$ cat src/rtl/secded_encoder_if.sv
// secded_encoder_if: upstream data and downstream codeword valid/ready channels
interface secded_encoder_if;
    logic [7:0]  data_in;
    logic        in_valid;
    logic        in_ready;
    logic [12:0] out_code;
    logic        out_valid;
    logic        out_ready;
    modport master (output data_in, in_valid, out_ready, input in_ready, out_code, out_valid);
    modport slave  (input data_in, in_valid, out_ready, output in_ready, out_code, out_valid);
endinterface

$ cat src/rtl/secded_encoder.sv
// secded_encoder: 8-bit to 13-bit SECDED encoder feeding a codeword FIFO; SECDED_ERR_INJECT_EN enables XOR error injection
module secded_encoder #(
    parameter int DEPTH = 4,
    parameter int CNT_W = 16
) (
    input  logic                     clock,
    input  logic                     reset_L,
    secded_encoder_if.slave          bus,
    input  logic                     flush,
    input  logic                     inj_en,
    input  logic [12:0]              inj_mask,
    output logic [$clog2(DEPTH):0]   occupancy,
    output logic [CNT_W-1:0]         word_count
);
    localparam int AW = $clog2(DEPTH);
    localparam int PW = AW + 1;
    logic [PW-1:0]    wr_ptr_q, wr_ptr_d, rd_ptr_q, rd_ptr_d;
    logic [CNT_W-1:0] word_count_q, word_count_d;
    logic             live_q, live_d;
    logic [12:0]      mem_q [DEPTH];
    logic [12:0]      mem_d [DEPTH];
    logic [7:0]       d;
    logic [12:1]      h;
    logic [12:0]      code, stored;
    logic             full, empty, push, pop;
    assign d    = bus.data_in;
    assign h    = {d[7:4], ^d[7:4], d[3:1], d[1] ^ d[2] ^ d[3] ^ d[7], d[0],
                   d[0] ^ d[2] ^ d[3] ^ d[5] ^ d[6], d[0] ^ d[1] ^ d[3] ^ d[4] ^ d[6]};
    assign code = {h, ^h};
`ifdef SECDED_ERR_INJECT_EN
    assign stored = code ^ (inj_en ? inj_mask : 13'h0000);
`else
    logic unused_inj;
    assign unused_inj = ^{inj_en, inj_mask};
    assign stored     = code;
`endif
    assign empty         = wr_ptr_q == rd_ptr_q;
    assign full          = (wr_ptr_q[PW-1] != rd_ptr_q[PW-1]) && (wr_ptr_q[AW-1:0] == rd_ptr_q[AW-1:0]);
    assign bus.in_ready  = live_q && !full && !flush;
    assign bus.out_valid = !empty;
    assign bus.out_code  = mem_q[rd_ptr_q[AW-1:0]];
    assign push          = bus.in_valid && bus.in_ready;
    assign pop           = bus.out_valid && bus.out_ready && !flush;
    assign occupancy     = wr_ptr_q - rd_ptr_q;
    assign word_count    = word_count_q;
    always_comb begin
        live_d       = 1'b1;
        wr_ptr_d     = flush ? '0 : wr_ptr_q + PW'(push);
        rd_ptr_d     = flush ? '0 : rd_ptr_q + PW'(pop);
        word_count_d = word_count_q + CNT_W'(push);
        for (int i = 0; i < DEPTH; i++)
            mem_d[i] = (push && wr_ptr_q[AW-1:0] == AW'(i)) ? stored : mem_q[i];
    end
    always_ff @(posedge clock or negedge reset_L) begin
        if (!reset_L) begin
            live_q       <= 1'b0;
            wr_ptr_q     <= '0;
            rd_ptr_q     <= '0;
            word_count_q <= '0;
            for (int i = 0; i < DEPTH; i++) mem_q[i] <= '0;
        end else begin
            live_q       <= live_d;
            wr_ptr_q     <= wr_ptr_d;
            rd_ptr_q     <= rd_ptr_d;
            word_count_q <= word_count_d;
            for (int i = 0; i < DEPTH; i++) mem_q[i] <= mem_d[i];
        end
    end
endmodule

$ cat src/flat_wrapper.sv
// flat-port wrapper written by rule: the top's interface ports become plain ports
module secded_encoder_flat 
#(
    parameter int DEPTH = 4,
    parameter int CNT_W = 16
)
  (clock, reset_L, flush, inj_en, inj_mask, occupancy, word_count, bus_data_in, bus_in_valid, bus_out_ready, bus_in_ready, bus_out_code, bus_out_valid);
  secded_encoder_if bus_i ();
  input  logic clock;
  input  logic reset_L;
  input  logic flush;
  input  logic inj_en;
  input  logic [12:0] inj_mask;
  output logic [$clog2(DEPTH):0] occupancy;
  output logic [CNT_W-1:0] word_count;
  input wire logic [$bits(bus_i.data_in)-1:0] bus_data_in;
  input wire logic [$bits(bus_i.in_valid)-1:0] bus_in_valid;
  input wire logic [$bits(bus_i.out_ready)-1:0] bus_out_ready;
  output wire logic [$bits(bus_i.in_ready)-1:0] bus_in_ready;
  output wire logic [$bits(bus_i.out_code)-1:0] bus_out_code;
  output wire logic [$bits(bus_i.out_valid)-1:0] bus_out_valid;
  assign bus_i.data_in = bus_data_in;
  assign bus_i.in_valid = bus_in_valid;
  assign bus_i.out_ready = bus_out_ready;
  assign bus_in_ready = bus_i.in_ready;
  assign bus_out_code = bus_i.out_code;
  assign bus_out_valid = bus_i.out_valid;
  secded_encoder #(.DEPTH(DEPTH), .CNT_W(CNT_W)) u_core (.clock(clock), .reset_L(reset_L), .bus(bus_i), .flush(flush), .inj_en(inj_en), .inj_mask(inj_mask), .occupancy(occupancy), .word_count(word_count));
endmodule
$ cat config.mk
export PLATFORM = sky130hd
export DESIGN_NAME = secded_encoder_flat
export DESIGN_NICKNAME = d
export VERILOG_FILES = /design/src/rtl/secded_encoder_if.sv /design/src/rtl/secded_encoder.sv /design/src/flat_wrapper.sv
export SDC_FILE = /design/constraint.sdc
export NUM_CORES = 1
export LEC_CHECK = 0
export CAP_MARGIN = 10
export CORE_ASPECT_RATIO = 1.75
export CORE_UTILIZATION = 34
export DETAILED_ROUTE_END_ITERATION = 7
export PLACE_DENSITY = 0.53
export SLEW_MARGIN = 20
export SYNTH_ARGS = -nofsm -noshare
export SYNTH_HDL_FRONTEND = slang
export SYNTH_SLANG_ARGS = --single-unit
$ cat constraint.sdc
create_clock -name clock -period 2.8 [get_ports clock]
set_input_delay 0.56 -clock clock [delete_from_list [all_inputs] [get_ports clock]]
set_output_delay 0.56 -clock clock [all_outputs]
set_load 0.02 [all_outputs]
==> impl_metrics.tcl, run 1 <==
set metrics [dict create \
    status "completed" \
    final.setup_skew_ns 0.00666 \
    hpwl_mm 4.97 \
    cts_tree "done" \
    r2r-end "u_core.word_count[10]" \
    critPathMaxFanout 4 \
    dp_cells 433 \
    final_cell_mix "dfrtp_1, clkdlybuf4s50_1, mux2_2" \
    ir_drop_v 0.000440 \
    mostFrequentLayoutCell "dfrtp_1" \
    crit_path_start_kind "register" \
    syn2layout_area_growth_pct 31.9 \
    drive_above_1_share_pct 26.8 \
    drcViolationCount 0 \
    syn_inst 252 \
    cts_root_buffer "clkbuf_16" \
    period_needed_ns 2.68 \
    r2r_setup_slack_ns 0.32 \
    layout.cells.non_filler 450 \
    slew_viol_final 0 \
    slew_headroom_pct 48.1 \
    fin_tns_setup_ns 0 \
    required_ns 2.24 \
    cts-resized-gates 1 \
    grt_pass1_vias 2232 \
    crit_path_cell_trace "inv_1 > ha_1 > fa_1 > inv_1 > clkdlybuf4s50_1" \
    tightest_slew_ns 0.779 \
    rsz0062_at_grt "false" \
    grt-busiest-layer "met2" \
    rows 48 \
    numPortBuffers 46 \
    critPathArrivalTime_ns 2.12 \
    critical-path-top-delay-family "buffers and inverters" \
    synthDistinctLibCells 29 \
    dieArea_um2 10600 \
    syn_avg_cell_area_um2 13.8 \
    final_cell_area_um2 4570 \
    clock.fmax_mhz 373 \
    hp-class "in2async" \
    cts_made_buffers 9 \
    vias 2186 \
    placed_area_um2 4170 \
    period_share_pct 95.9 \
    synth_seq_area_share_pct 54.2 \
    final_nets 356 \
    grt_use_met1_pct 17.4 \
    use_met2_pct 25.7 \
    die_w_um 78.3 \
    ys_warn_count 0 \
    setup_viol 0 \
    antenna_found_initial 0 \
    cp_num_cells 5 \
    power_density_nw_per_um2 741 \
    routedWlPerCell_um 15.8 \
    static-leakage-power_nw 2.10 \
    clk_latency_ns 0.33 \
    ys_ff_latch 75 \
    cts.sinks 75 \
    crit_path_top_delay_cell "clkdlybuf4s50_1" \
    grt-ovfl-total 0 \
    path_clk_slew_ns 0.06 \
    use_met3_pct 3.97 \
    path_common_cell "inv_1" \
    antenna_cells 0 \
    cts_buffer_depth 2 \
    drtIter0Drc 75 \
    avgViaCountPerCell 4.86 \
    die_y_um 136 \
    critPathKind "reg2out" \
    slowest_delay_ns 0.59 \
    crit_path_end_kind "primary output" \
    start_util_pct 35.0 \
    grt_max_degree 76 \
    routabilityCongestion 0.738 \
    r2r.worst_path.cells 10 \
    syn-num-nets 288 \
    grt_pass1_wl_mm 11.8 \
    htreeDepth 3 \
    r2r-start "u_core.wr_ptr_q[0]" \
    final_antenna_net_count 0 \
    hold_buffers 0 \
    routed_wl_mm 7.10 \
    hold_viol_final 0 \
    postCtsSetupBuffers 0 \
    grt_usage_pct 15.3 \
    top_level_ports 61 \
    cap_violations 0 \
    dr.pass1.iters 4 \
    core_area_um2 9910 \
    synth_area_um2 3470 \
    critPathBufInv 3 \
]
[through the flow]
| step | hold slack (ns) | setup WS, ns | total power [mW] | utilization (%) |
|---|---|---|---|---|
| after floorplan | 0.264 | 0.203 | 1.68 | - |
| after global placement | 0.458 | 0.162 | 1.97 | 42.1 |
| after detailed placement | 0.462 | 0.104 | 1.98 | 42.1 |
| after CTS | 0.427 | 0.0108 | 3.44 | 45.9 |
| after global routing | 0.207 | 0.0460 | 3.55 | 46.1 |
| final | 0.184 | 0.116 | 3.39 | 46.1 |
[metal layers]
| layer | part of all wire, % | up-vias |
|---|---|---|
| met5 | 0 | - |
| met4 | 3.4 | 0 |
| met3 | 3.7 | 16 |
| met2 | 54 | 44 |
| met1 | 39 | 1095 |
| li1 | - | 1031 |
[synth_stat cells]
cell type	count	area (um^2)
mux4_2	13	293
xnor3_1	1	22.5
clkbuf_1	1	3.75
xnor2_4	1	27.5
and3_1	4	25.0
xnor3_2	1	23.8
nor3b_1	1	7.51
fa_1	1	20.0
conb_1	1	3.75
nand2_1	24	90.1
clkbuf_2	1	5.00
xnor2_2	1	16.3
inv_1	5	18.8
nor2_1	6	22.5
xor2_1	7	61.3
buf_4	1	7.51
ha_1	8	100
o21ai_0	14	70.1
buf_2	5	25.0
xnor2_1	20	175
o2111ai_2	4	60.1
nand4_1	3	18.8
nor2b_1	5	31.3
o21ai_1	6	30.0
and4_1	2	17.5
dfrtp_1	75	1880
and3b_1	2	17.5
nand3_1	7	35.0
mux2_2	32	360
[worst max path at each step]
stage                        from                     to  slack (ns)
6_report       u_core.wr_ptr_q[0]           occupancy[1]        0.12
5_1_grt        u_core.wr_ptr_q[0]           occupancy[1]        0.05
4_1_cts        u_core.wr_ptr_q[0]           occupancy[2]        0.01
3_5_place_dp                flush  u_core.word_count[10]        0.10
3_3_place_gp                flush  u_core.word_count[15]        0.16
2_1_floorplan  u_core.rd_ptr_q[1]  u_core.word_count[12]        0.20
[final cells by class]
| cell class | count | area, um^2 |
|---|---|---|
| Sequential cell | 75 | 1880 |
| Tap cell | 125 | 156 |
| Inverter | 5 | 18.8 |
| Clock inverter | 4 | 120 |
| Multi-Input combinational cell | 164 | 1530 |
| Timing Repair Buffer | 65 | 614 |
| Fill cell | 953 | 5340 |
| Clock buffer | 12 | 256 |
[kinds of logic (layout without fill, tap and decap cells)]
logic type	Yosys count	in the layout	synth area share (%)
mux	45	45	18.8
flops	75	75	54.2
buf+inv	13	86	1.73
compound gates	24	24	4.62
fa+ha+maj	9	9	3.47
xor+xnor	31	31	9.42
simple gates	54	54	7.65
other cells	1	1	0.108
[sequential cells by signal, summed over array words and instances, names as in the netlist]
name               flops
u_core.mem_q          52
u_core.word_count     16
u_core.rd_ptr_q        3
u_core.wr_ptr_q        3
u_core.live_q          1
[where the power goes]
group / total, mW / internal, mW / switching [mW]
clock network: 1.44 / 1.01 / 0.427
registers: 1.31 / 1.22 / 0.0914
logic: 0.638 / 0.339 / 0.299
[worst register-to-register path, delay by kind of cell, from the launching register on]
family / cells / cell delay (ns)
fa+ha+maj: 3 / 0.80
xor+xnor: 1 / 0.19
buf+inv: 1 / 0.11
flops: 1 / 0.41
simple gates: 5 / 0.89
No activity file was read; power rests on OpenSTA's default activity.
==> run 2, diff against run 1 <==
- CORE_ASPECT_RATIO: 1.75 -> default
==> run 2 against run 1 <==
First-iteration DRC count is 36% lower. Sequential power hardly changed. Critical path type unchanged. Register-to-register slack better by 0.08 ns. Maximum frequency is 2.3% higher. Largest power group is now sequential cells. Power is 18% lower. Non-clock buffer count is 3 lower. Sequential share of layout area is 2.0 points higher. Core utilization is 1.7 points lower. Wire length is 3.9% lower. Combinational power hardly changed.
==> impl_metrics.tcl, run 2 (synthesis gave the netlist of run 1 again) <==
set metrics [dict create \
    status "completed" \
    cap_violations 0 \
    dr.pass1.iters 2 \
    slowest_delay_ns 0.55 \
    slew_viol_final 0 \
    largest_reg_flops 52 \
    cts_made_buffers 9 \
    power_frac_clock_pct 29.7 \
    die_w_um 103 \
    grt_max_degree 76 \
    critPathArrivalTime_ns 2.06 \
    numPortBuffers 46 \
    top_register "u_core.mem_q" \
    cts_root_buffer "clkbuf_8" \
    clk_latency_ns 0.34 \
    static-leakage-power_nw 1.99 \
    final_cell_mix "dfrtp_1, clkdlybuf4s50_1, mux2_2" \
    mostFrequentLayoutCell "dfrtp_1" \
    cts_buffer_depth 2 \
    placed_area_um2 4170 \
    drive_above_1_share_pct 26.2 \
    n_fill_cell 978 \
    use_met2_pct 23.7 \
    grt-ovfl-total 0 \
    final_antenna_net_count 0 \
    critPathMaxFanout 8 \
    routabilityCongestion 0.669 \
    critPathBufInv 2 \
    p_int_mw 1.99 \
    required_ns 2.24 \
    crit_path_end_kind "primary output" \
    vias 2129 \
    grt-busiest-layer "met2" \
    worst_hold_slack_ns 0.359 \
    antenna_found_initial 0 \
    rows 36 \
    avgViaCountPerCell 4.69 \
    grt_pass1_wl_mm 11.2 \
    swShare_pct 28.3 \
    fin_util_pct 44.4 \
    cts_tree "done" \
    critPathKind "reg2out" \
    path_clk_slew_ns 0.08 \
    use_met3_pct 4.88 \
    hold_viol_final 0 \
    seqPwrFrac_pct 47.3 \
    syn2layout_area_growth_pct 25.9 \
    slew_headroom_pct 36.2 \
    grt_usage_pct 14.4 \
    period_share_pct 93.7 \
    final_nets 353 \
    routedWlPerCell_um 15.0 \
    die_y_um 103 \
    routed_wl_mm 6.82 \
    layout.cells.non_filler 454 \
    crit_path_start_kind "register" \
    final_cell_area_um2 4360 \
    dieArea_um2 10600 \
    htreeDepth 3 \
    core_area_um2 9820 \
    fin_tns_setup_ns 0 \
    power_density_nw_per_um2 635 \
    grt_use_met1_pct 18.3 \
    antenna_cells 0 \
    drcViolationCount 0 \
    hpwl_mm 4.50 \
    pwr-share-comb_pct 22.9 \
    dp_cells 439 \
    period_needed_ns 2.62 \
    ir_drop_v 0.000410 \
    start_util_pct 35.3 \
    top_level_ports 61 \
    crit_path_cell_trace "buf_4 > mux4_2 > clkdlybuf4s50_1" \
    hp-class "in2async" \
    critical-path-top-delay-family "buffers and inverters" \
    grt_pass1_vias 2221 \
    crit_path_top_delay_cell "mux4_2" \
    tightest_slew_ns 0.957 \
    cts.sinks 75 \
    switching_power_mw 0.783 \
    hold_buffers 0 \
    clock.fmax_mhz 381 \
    rsz0062_at_grt "false" \
    final.setup_skew_ns 0.0108 \
    setup_viol 0 \
    drtIter0Drc 48 \
]
-- run 2: cell types whose count changed in the layout (fill, tap and decap cells not counted), sizes merged --
cell / delta
clkbuf: -1
bufinv: -3
clkinvlp: +1
dlygate4sd2: +1
buf: -3
clkinv: +2
clkdlybuf4s50: -1
-- run 2: path summary, 6_finish.rpt --
kind | from | end | slack [ns] | cells past startpoint
max in group asynchronous | reset_L | u_core.wr_ptr_q[0] | 1.76 | 1
setup / recovery | u_core.rd_ptr_q[0] | bus_out_code[4] | 0.18 | 3
hold / removal | reset_L | u_core.mem_q[26] | 0.36 | 1
hold reg to reg | u_core.word_count[15] | u_core.word_count[15] | 0.48 | 1
setup reg to reg | u_core.wr_ptr_q[0] | u_core.word_count[14] | 0.40 | 10
min in group clock | u_core.word_count[15] | u_core.word_count[15] | 0.48 | 1
-- run 2: layout make-up --
| class | count | area [um^2] | area share (%) |
|---|---|---|---|
| clock buffer | 11 | 141 | 3.24 |
| clock inverter | 4 | 51.3 | 1.18 |
| inverter | 5 | 18.8 | 0.430 |
| multi-input combinational | 164 | 1530 | 35.0 |
| sequential | 75 | 1880 | 43.0 |
| tap | 133 | 166 | 3.81 |
| timing repair buffer | 62 | 578 | 13.2 |
-- run 2: layer usage --
| layer | vias up | routed length, um |
|---|---|---|
| met2 | 39 | 3280 |
| met3 | 7 | 300 |
| met1 | 1066 | 3180 |
| met5 | - | 0 |
| li1 | 1017 | - |
| met4 | 0 | 62 |
-- run 2: through the flow --
step / total power, mW / setup slack [ns]
3_3_place_gp: 1.97 / 0.172
5_1_grt: 2.93 / 0.123
4_1_cts: 2.82 / 0.0158
6_report: 2.77 / 0.177
3_5_place_dp: 1.98 / 0.0970
2_1_floorplan: 1.68 / 0.203
-- run 2: timing repair --
item | CTS | global route
setup buffers | 0 | 0
gates resized for setup | 2 | 2
endpoints found under the setup margin | 2 | 1
pin swaps | 0 | 0
-- run 2: power by group through the flow --
stage / Clock (mW) / Combinational (mW) / Sequential, mW
floorplan: 0 / 0.335 / 1.35
global placement: 0 / 0.639 / 1.33
global route: 0.904 / 0.690 / 1.33
CTS: 0.859 / 0.647 / 1.31
detailed placement: 0 / 0.645 / 1.33
finish: 0.824 / 0.635 / 1.31
